### config.mk
export PLATFORM = sky130hd
export DESIGN_NAME = fifo_wr_arbiter
export DESIGN_NICKNAME = d
export VERILOG_FILES = /design/src/rtl/fifo_wr_arbiter.sv
export SDC_FILE = /design/constraint.sdc
export NUM_CORES = 1
export LEC_CHECK = 0
export BUFFER_PORTS_ARGS = -buffer_cell sky130_fd_sc_hd__buf_2
export CORE_ASPECT_RATIO = 1.25
export CORE_MARGIN = 4
export CORE_UTILIZATION = 40
export CTS_CLUSTER_DIAMETER = 120
export DETAILED_ROUTE_END_ITERATION = 8
export PLACE_DENSITY_LB_ADDON = 0.1
export SYNTH_ARGS = -nofsm -noshare
export SYNTH_HDL_FRONTEND = slang
export SYNTH_SLANG_ARGS = --single-unit
### constraint.sdc
create_clock -name wr_clk -period 2.88 [get_ports wr_clk]
set_input_delay 0.144 -clock wr_clk [delete_from_list [all_inputs] [get_ports wr_clk]]
set_output_delay 0.144 -clock wr_clk [all_outputs]
set_load 0.005 [all_outputs]
### src/rtl/fifo_wr_arbiter.sv
// Round-robin arbiter that lets one of NUM_REQ requesters at a time burst up
// to MAX_BURST words into a shared FIFO write port.
module fifo_wr_arbiter #(
  parameter int WRITE_WIDTH = 8,
  parameter int NUM_REQ     = 4,
  parameter int MAX_BURST   = 4
) (
  input  logic                           wr_clk,
  input  logic                           rst_n,
  input  logic [NUM_REQ-1:0]             req,
  input  logic [NUM_REQ*WRITE_WIDTH-1:0] req_data,
  output logic [NUM_REQ-1:0]             gnt,
  output logic [NUM_REQ-1:0]             ack,
  input  logic                           full,
  output logic                           wr_en,
  output logic [WRITE_WIDTH-1:0]         din,
  output logic                           busy,
  output logic                           burst_done
);

  localparam int OW = (NUM_REQ > 1) ? $clog2(NUM_REQ) : 1;
  localparam int CW = $clog2(MAX_BURST) + 1;
  localparam logic [CW-1:0] LAST_BEAT = CW'(MAX_BURST - 1);
  localparam logic [OW-1:0] LAST_REQ  = OW'(NUM_REQ - 1);
  localparam logic [OW:0]   NUM_REQ_W = (OW+1)'(NUM_REQ);

  typedef enum logic {IDLE, GRANT} state_t;

  state_t               state_reg, state_next;
  logic [OW-1:0]        owner_reg, owner_next;
  logic [OW-1:0]        last_owner_reg, last_owner_next;
  logic [CW-1:0]        beat_cnt_reg, beat_cnt_next;
  logic [NUM_REQ-1:0]   gnt_reg, gnt_next;
  logic                 burst_done_reg, burst_done_next;
  logic                 armed_reg;

  logic [WRITE_WIDTH-1:0] slice [NUM_REQ];
  logic [NUM_REQ-1:0]     owner_onehot;
  logic [NUM_REQ-1:0]     pick_onehot;
  logic                   owner_req;

  logic [OW-1:0]          start_idx;
  logic [2*NUM_REQ-1:0]   req_dbl;
  logic [2*NUM_REQ-1:0]   req_shift;
  logic [NUM_REQ-1:0]     req_rot;
  logic [OW-1:0]          pick_off;
  logic [OW:0]            pick_sum;
  logic [OW-1:0]          pick;
  logic                   pick_valid;

  genvar gi;
  generate
    for (gi = 0; gi < NUM_REQ; gi++) begin : g_slice
      assign slice[gi]        = req_data[gi*WRITE_WIDTH +: WRITE_WIDTH];
      assign owner_onehot[gi] = (owner_reg == OW'(gi));
      assign pick_onehot[gi]  = (pick == OW'(gi));
    end
  endgenerate

  // Rotate req so that bit 0 is the requester just after last_owner; the
  // lowest set bit of the rotated vector is then the round-robin winner.
  assign start_idx = (last_owner_reg == LAST_REQ) ? '0 : last_owner_reg + 1'b1;
  assign req_dbl   = {req, req};
  assign req_shift = req_dbl >> start_idx;
  assign req_rot   = req_shift[NUM_REQ-1:0];

  always_comb begin
    pick_valid = |req;
    pick_off   = '0;
    for (int p = NUM_REQ - 1; p >= 0; p--) begin
      if (req_rot[p]) pick_off = OW'(p);
    end
    pick_sum = {1'b0, start_idx} + {1'b0, pick_off};
    if (pick_sum >= NUM_REQ_W) pick = OW'(pick_sum - NUM_REQ_W);
    else                       pick = pick_sum[OW-1:0];
  end

  assign owner_req = |(req & owner_onehot);
  assign wr_en     = (state_reg == GRANT) && owner_req && !full;
  assign ack       = wr_en ? owner_onehot : '0;
  assign busy      = (state_reg == GRANT);
  assign gnt       = gnt_reg;
  assign burst_done = burst_done_reg;

  always_comb begin
    din = '0;
    for (int i = 0; i < NUM_REQ; i++) begin
      if ((state_reg == GRANT) && owner_onehot[i]) din = slice[i];
    end
  end

  always_comb begin
    state_next      = state_reg;
    owner_next      = owner_reg;
    last_owner_next = last_owner_reg;
    beat_cnt_next   = beat_cnt_reg;
    gnt_next        = gnt_reg;
    burst_done_next = 1'b0;
    case (state_reg)
      IDLE: begin
        gnt_next = '0;
        if (armed_reg && pick_valid) begin
          state_next      = GRANT;
          owner_next      = pick;
          last_owner_next = pick;
          beat_cnt_next   = '0;
          gnt_next        = pick_onehot;
        end
      end
      GRANT: begin
        if (!owner_req) begin
          state_next      = IDLE;
          gnt_next        = '0;
          burst_done_next = 1'b1;
        end else if (wr_en) begin
          beat_cnt_next = beat_cnt_reg + 1'b1;
          if (beat_cnt_reg == LAST_BEAT) begin
            state_next      = IDLE;
            gnt_next        = '0;
            burst_done_next = 1'b1;
          end
        end
      end
      default: state_next = IDLE;
    endcase
  end

  // armed_reg holds off arbitration for the first edge after reset release.
  always_ff @(posedge wr_clk or negedge rst_n) begin
    if (!rst_n) begin
      state_reg      <= IDLE;
      owner_reg      <= '0;
      last_owner_reg <= LAST_REQ;
      beat_cnt_reg   <= '0;
      gnt_reg        <= '0;
      burst_done_reg <= 1'b0;
      armed_reg      <= 1'b0;
    end else begin
      state_reg      <= state_next;
      owner_reg      <= owner_next;
      last_owner_reg <= last_owner_next;
      beat_cnt_reg   <= beat_cnt_next;
      gnt_reg        <= gnt_next;
      burst_done_reg <= burst_done_next;
      armed_reg      <= 1'b1;
    end
  end

endmodule

==> run_results.csv <==
group,metric,value,unit
floorplanning,design.portCount,58,
sta,slew_headroom,57.0,%
sta,setup_tns,0,ps
sta,final-max-slew-violation-count,0,
sta,post-route-min-period,2450,ps
global_route,grt_antenna_before_repair,0,
placement,numPlacedInstances,186,
sta,fmaxAchievable,409,MHz
sta,layout_worst_path_cycle_share,84.9,%
worst_setup_path,timing.critical_path.required,3050,ps
clock_tree,post_cts_sizing_count,0,
worst_setup_path,critPathLaunch,"last_owner_reg[0]$_DFFE_PN1P_",
power_and_ir_drop,swShare,40.6,%
global_route,grtUsageTotal,15.1,%
worst_setup_path,timing.critical_path.to_type,"flip-flop",
yosys,postSynthCellCount,102,
yosys,synth.cell_area,1090,um^2
routing,route.detailed.vias_per_inst,5.14,
placement,hpwlAfterDp,2090,um
power_and_ir_drop,highest_ir_drop_seen_on_vdd,575,uV
routing,wl,2590,um
global_route,vias_in_the_first_global_route,918,
routing,drc,0,
sta,skew,0.707,ps
clock_tree,cts.path.max_buffers,2,
worst_setup_path,critical_path.n_buffers_inverters,0,
hold_path,hold_path.class,"input pin to flip-flop",
global_route,grt_pass1_wl,4020,um
layout,layoutNonFillerInstCount,191,
worst_setup_path,most_used_cell_along_the_critical_path,"sky130_fd_sc_hd__ha_1",
power_and_ir_drop,leakage,0.730,nW
layout,multiInputGateArea,667,um^2
yosys,yosysTopAreaCell,"sky130_fd_sc_hd__dfrtp_1",
worst_setup_path,cp_slowest_cell,"sky130_fd_sc_hd__dfstp_2",
global_route,overflow,0,
sta,finalHoldViolations,0,
power_and_ir_drop,clock_power_share,10.8,%
clock_tree,cts_inserted_buffers,3,
yosys,synthTopCellsByCount,"sky130_fd_sc_hd__dfrtp_1 (12), sky130_fd_sc_hd__and2_1 (9), sky130_fd_sc_hd__mux4_2 (9), sky130_fd_sc_hd__nand2_1 (9), sky130_fd_sc_hd__o21ai_0 (8)",
clock_tree,cts.sink_count,14,
worst_setup_path,crit_path_class,"flip-flop to flip-flop",
yosys,async_reset_ff_share,100,%
layout,final_core_utilization,56.3,%
placement,port-buffer-count,57,
yosys,netlist.area_leader.share,27.6,%
yosys,ys_top_cells_by_area,"sky130_fd_sc_hd__dfrtp_1 (28%), sky130_fd_sc_hd__mux4_2 (19%), sky130_fd_sc_hd__and2_1 (5.2%), sky130_fd_sc_hd__dfstp_2 (4.8%), sky130_fd_sc_hd__ha_1 (4.6%)",
clock_tree,clock_latency,270,ps
global_route,grt_max_degree,15,
sta,max_slew.worst_pin.slew,645,ps
worst_setup_path,timing.critical_path.arrival,2620,ps
yosys,number_of_enable_type_register_cells_in_the_synthesized_netlist,0,
routing,via_count,982,
yosys,synthDistinctLibCells,37,
power_and_ir_drop,sequentialPowerShare,31.0,%
power_and_ir_drop,pwr-share-comb,58.1,%
sta,finalSetupViolations,0,
yosys,synth_top_flop_cell,"sky130_fd_sc_hd__dfrtp_1",
run,maxCapViolCount,0,
routing,routed_wire_length_per_instance,13.5,um
layout,seq_area,353,um^2
run_status,outcome,"finished, final reports clean",
yosys,yosys_register_bits,14,
clock_tree,cts_root_buf,"sky130_fd_sc_hd__clkbuf_4",
layout,antenna_cells_inserted,0,
floorplanning,die-width,54.7,um
worst_setup_path,timing.critical_path.slowest_cell_delay,610,ps
floorplanning,design.die.area,3630,um^2
clock_tree,cts-htree-levels,1,
clock_tree,cts_tree,"yes",
routing,met2RoutedLength,1360,um
yosys,syn_avg_cell_area,10.7,um^2
routing,detail_route.iter0.violations,30,
floorplanning,initial_utilization,43.1,%
clock_tree,worst_setup_hold_path_clk_slew,80,ps
floorplanning,chipHeight,66.4,um
hold_path,hold_path.startpoint,"full",
power_and_ir_drop,power.density,903,nW/um^2
routing,length_of_routed_met3_wiring,159,um
floorplanning,coreArea,2530,um^2
worst_setup_path,cpLargestDelayFamily,"compound AO/OA/AOI/OAI gates",
layout,synthToLayoutAreaGrowth,30.5,%
power_and_ir_drop,power.net_switching,0.521,mW
worst_setup_path,crit_chain,"ha_1, nand2_1, a2bb2oi_1, o21ai_0, o22a_1, ha_1, xnor2_1, xnor2_2, a32o_2",
routing,ant_nets,0,
worst_setup_path,rr_startpoint,"last_owner_reg[0]$_DFFE_PN1P_",
worst_setup_path,worstPathMaxFanout,10,
yosys,synth_sequential_area_ratio,32.4,%
sta,rsz0062_at_grt,"false",
floorplanning,placement_rows,20,
layout,final.fill_count,243,
routing,drt-met1-wl,1050,um
routing,top_signal_layer_used,"met4",
layout,largest_register_ffs,4,
yosys,synthMostInstantiatedCell,"sky130_fd_sc_hd__dfrtp_1",
routing,detail_route.first_pass.iterations,4,
worst_setup_path,kind_of_launch_point_of_the_worst_setup_path,"flip-flop",
layout,fin_nets,202,
yosys,syn_nets,145,
yosys,synthesis.yosys.warnings,0,
power_and_ir_drop,power_report.internal_total,0.763,mW
layout,drive_above_1_share,53.8,%
placement,final_replace_weighted_congestion,0.747,
power by group through the flow:
stage / logic, mW / registers [mW] / clock network, mW
after detailed placement: 0.750 / 0.407 / 0
after floorplan: 0.648 / 0.325 / 0
after CTS: 0.757 / 0.403 / 0.148
after global placement: 0.737 / 0.404 / 0
final: 0.747 / 0.399 / 0.139
after global routing: 0.837 / 0.423 / 0.156
final timing paths:
| kind | to | slack [ps] | cells past startpoint |
|---|---|---|---|
| min reg2reg | gnt[0]$_DFFE_PN0P_ | 480 | 2 |
| max reg2reg | gnt[3]$_DFFE_PN0P_ | 430 | 9 |
| min | busy$_DFF_PN0_ | 210 | 3 |
| max in group asynchronous | last_owner_reg[0]$_DFFE_PN1P_ | 2320 | 2 |
| min in group asynchronous | beat_cnt_reg[1]$_DFFE_PN0P_ | 280 | 2 |
| max | gnt[3]$_DFFE_PN0P_ | 430 | 9 |
cell type report:
| type | count | share of cell area (%) |
|---|---|---|
| Sequential cell | 14 | 24.8 |
| Tap cell | 33 | 2.90 |
| Inverter | 8 | 2.11 |
| Clock buffer | 4 | 2.55 |
| Timing Repair Buffer | 58 | 20.8 |
| Multi-Input combinational cell | 74 | 46.9 |
through the flow:
stage / hold WS [ps] / setup WS, ps / total power, mW / area, um^2
3_5_place_dp: 50.7 / 463 / 1.16 / 1380
4_1_cts: 197 / 433 / 1.31 / 1420
2_1_floorplan: -152 / 622 / 0.973 / 1090
3_3_place_gp: 49.4 / 507 / 1.14 / 1380
5_1_grt: 219 / 233 / 1.42 / 1420
6_report: 213 / 435 / 1.28 / 1420
worst min-delay path, delay by kind of cell:
family	cells	cell delay (ps)
AOI/OAI and AO/OA	2	220
buffers and inverters	1	90
repair_timing:
action | CTS | global route
setup endpoints to repair | 0 | 0
endpoints found under the hold margin | 12 | 0
setup buffers | 0 | 0
hold buffers | 1 | 0
metal layers:
layer | vias to the layer above | global-route usage [%]
li1 | 483 | -
met5 | - | 0
met2 | 26 | 24.0
met4 | 0 | 8.10
met3 | 2 | 2.48
met1 | 471 | 18.9
cells by family (layout without fill, tap and decap cells):
| logic type | Yosys count | count (layout) | share of synthesized area [%] |
|---|---|---|---|
| and+or+nand+nor | 37 | 37 | 21.2 |
| AOI/OAI and AO/OA | 19 | 19 | 12.1 |
| DFF | 14 | 14 | 32.4 |
| buffers and inverters | 14 | 70 | 6.43 |
| muxes | 11 | 11 | 20.7 |
| adders and majority gates | 4 | 4 | 4.59 |
| xor gates and xnor gates | 2 | 2 | 2.30 |
| other | 1 | 1 | 0.344 |
cells in the final DEF, fill, tap and decap left out, types with 2 or more instances in the layout:
cell                       Yosys  layout
sky130_fd_sc_hd__and2_1        9       9
sky130_fd_sc_hd__nand2_1       9       9
sky130_fd_sc_hd__nand3_1       3       3
sky130_fd_sc_hd__mux4_2        9       9
sky130_fd_sc_hd__a211oi_1      2       2
sky130_fd_sc_hd__inv_1         7       7
sky130_fd_sc_hd__dfrtp_1      12      12
sky130_fd_sc_hd__mux2_2        2       2
sky130_fd_sc_hd__dfstp_2       2       2
sky130_fd_sc_hd__clkbuf_4      0       3
sky130_fd_sc_hd__nor3b_1       2       2
sky130_fd_sc_hd__buf_2         2      57
sky130_fd_sc_hd__ha_1          4       4
sky130_fd_sc_hd__nor2_1        4       4
sky130_fd_sc_hd__and3b_2       2       2
sky130_fd_sc_hd__nor3_1        2       2
sky130_fd_sc_hd__o21ai_0       8       8
Note: power is estimated with default switching activity, not from simulation.
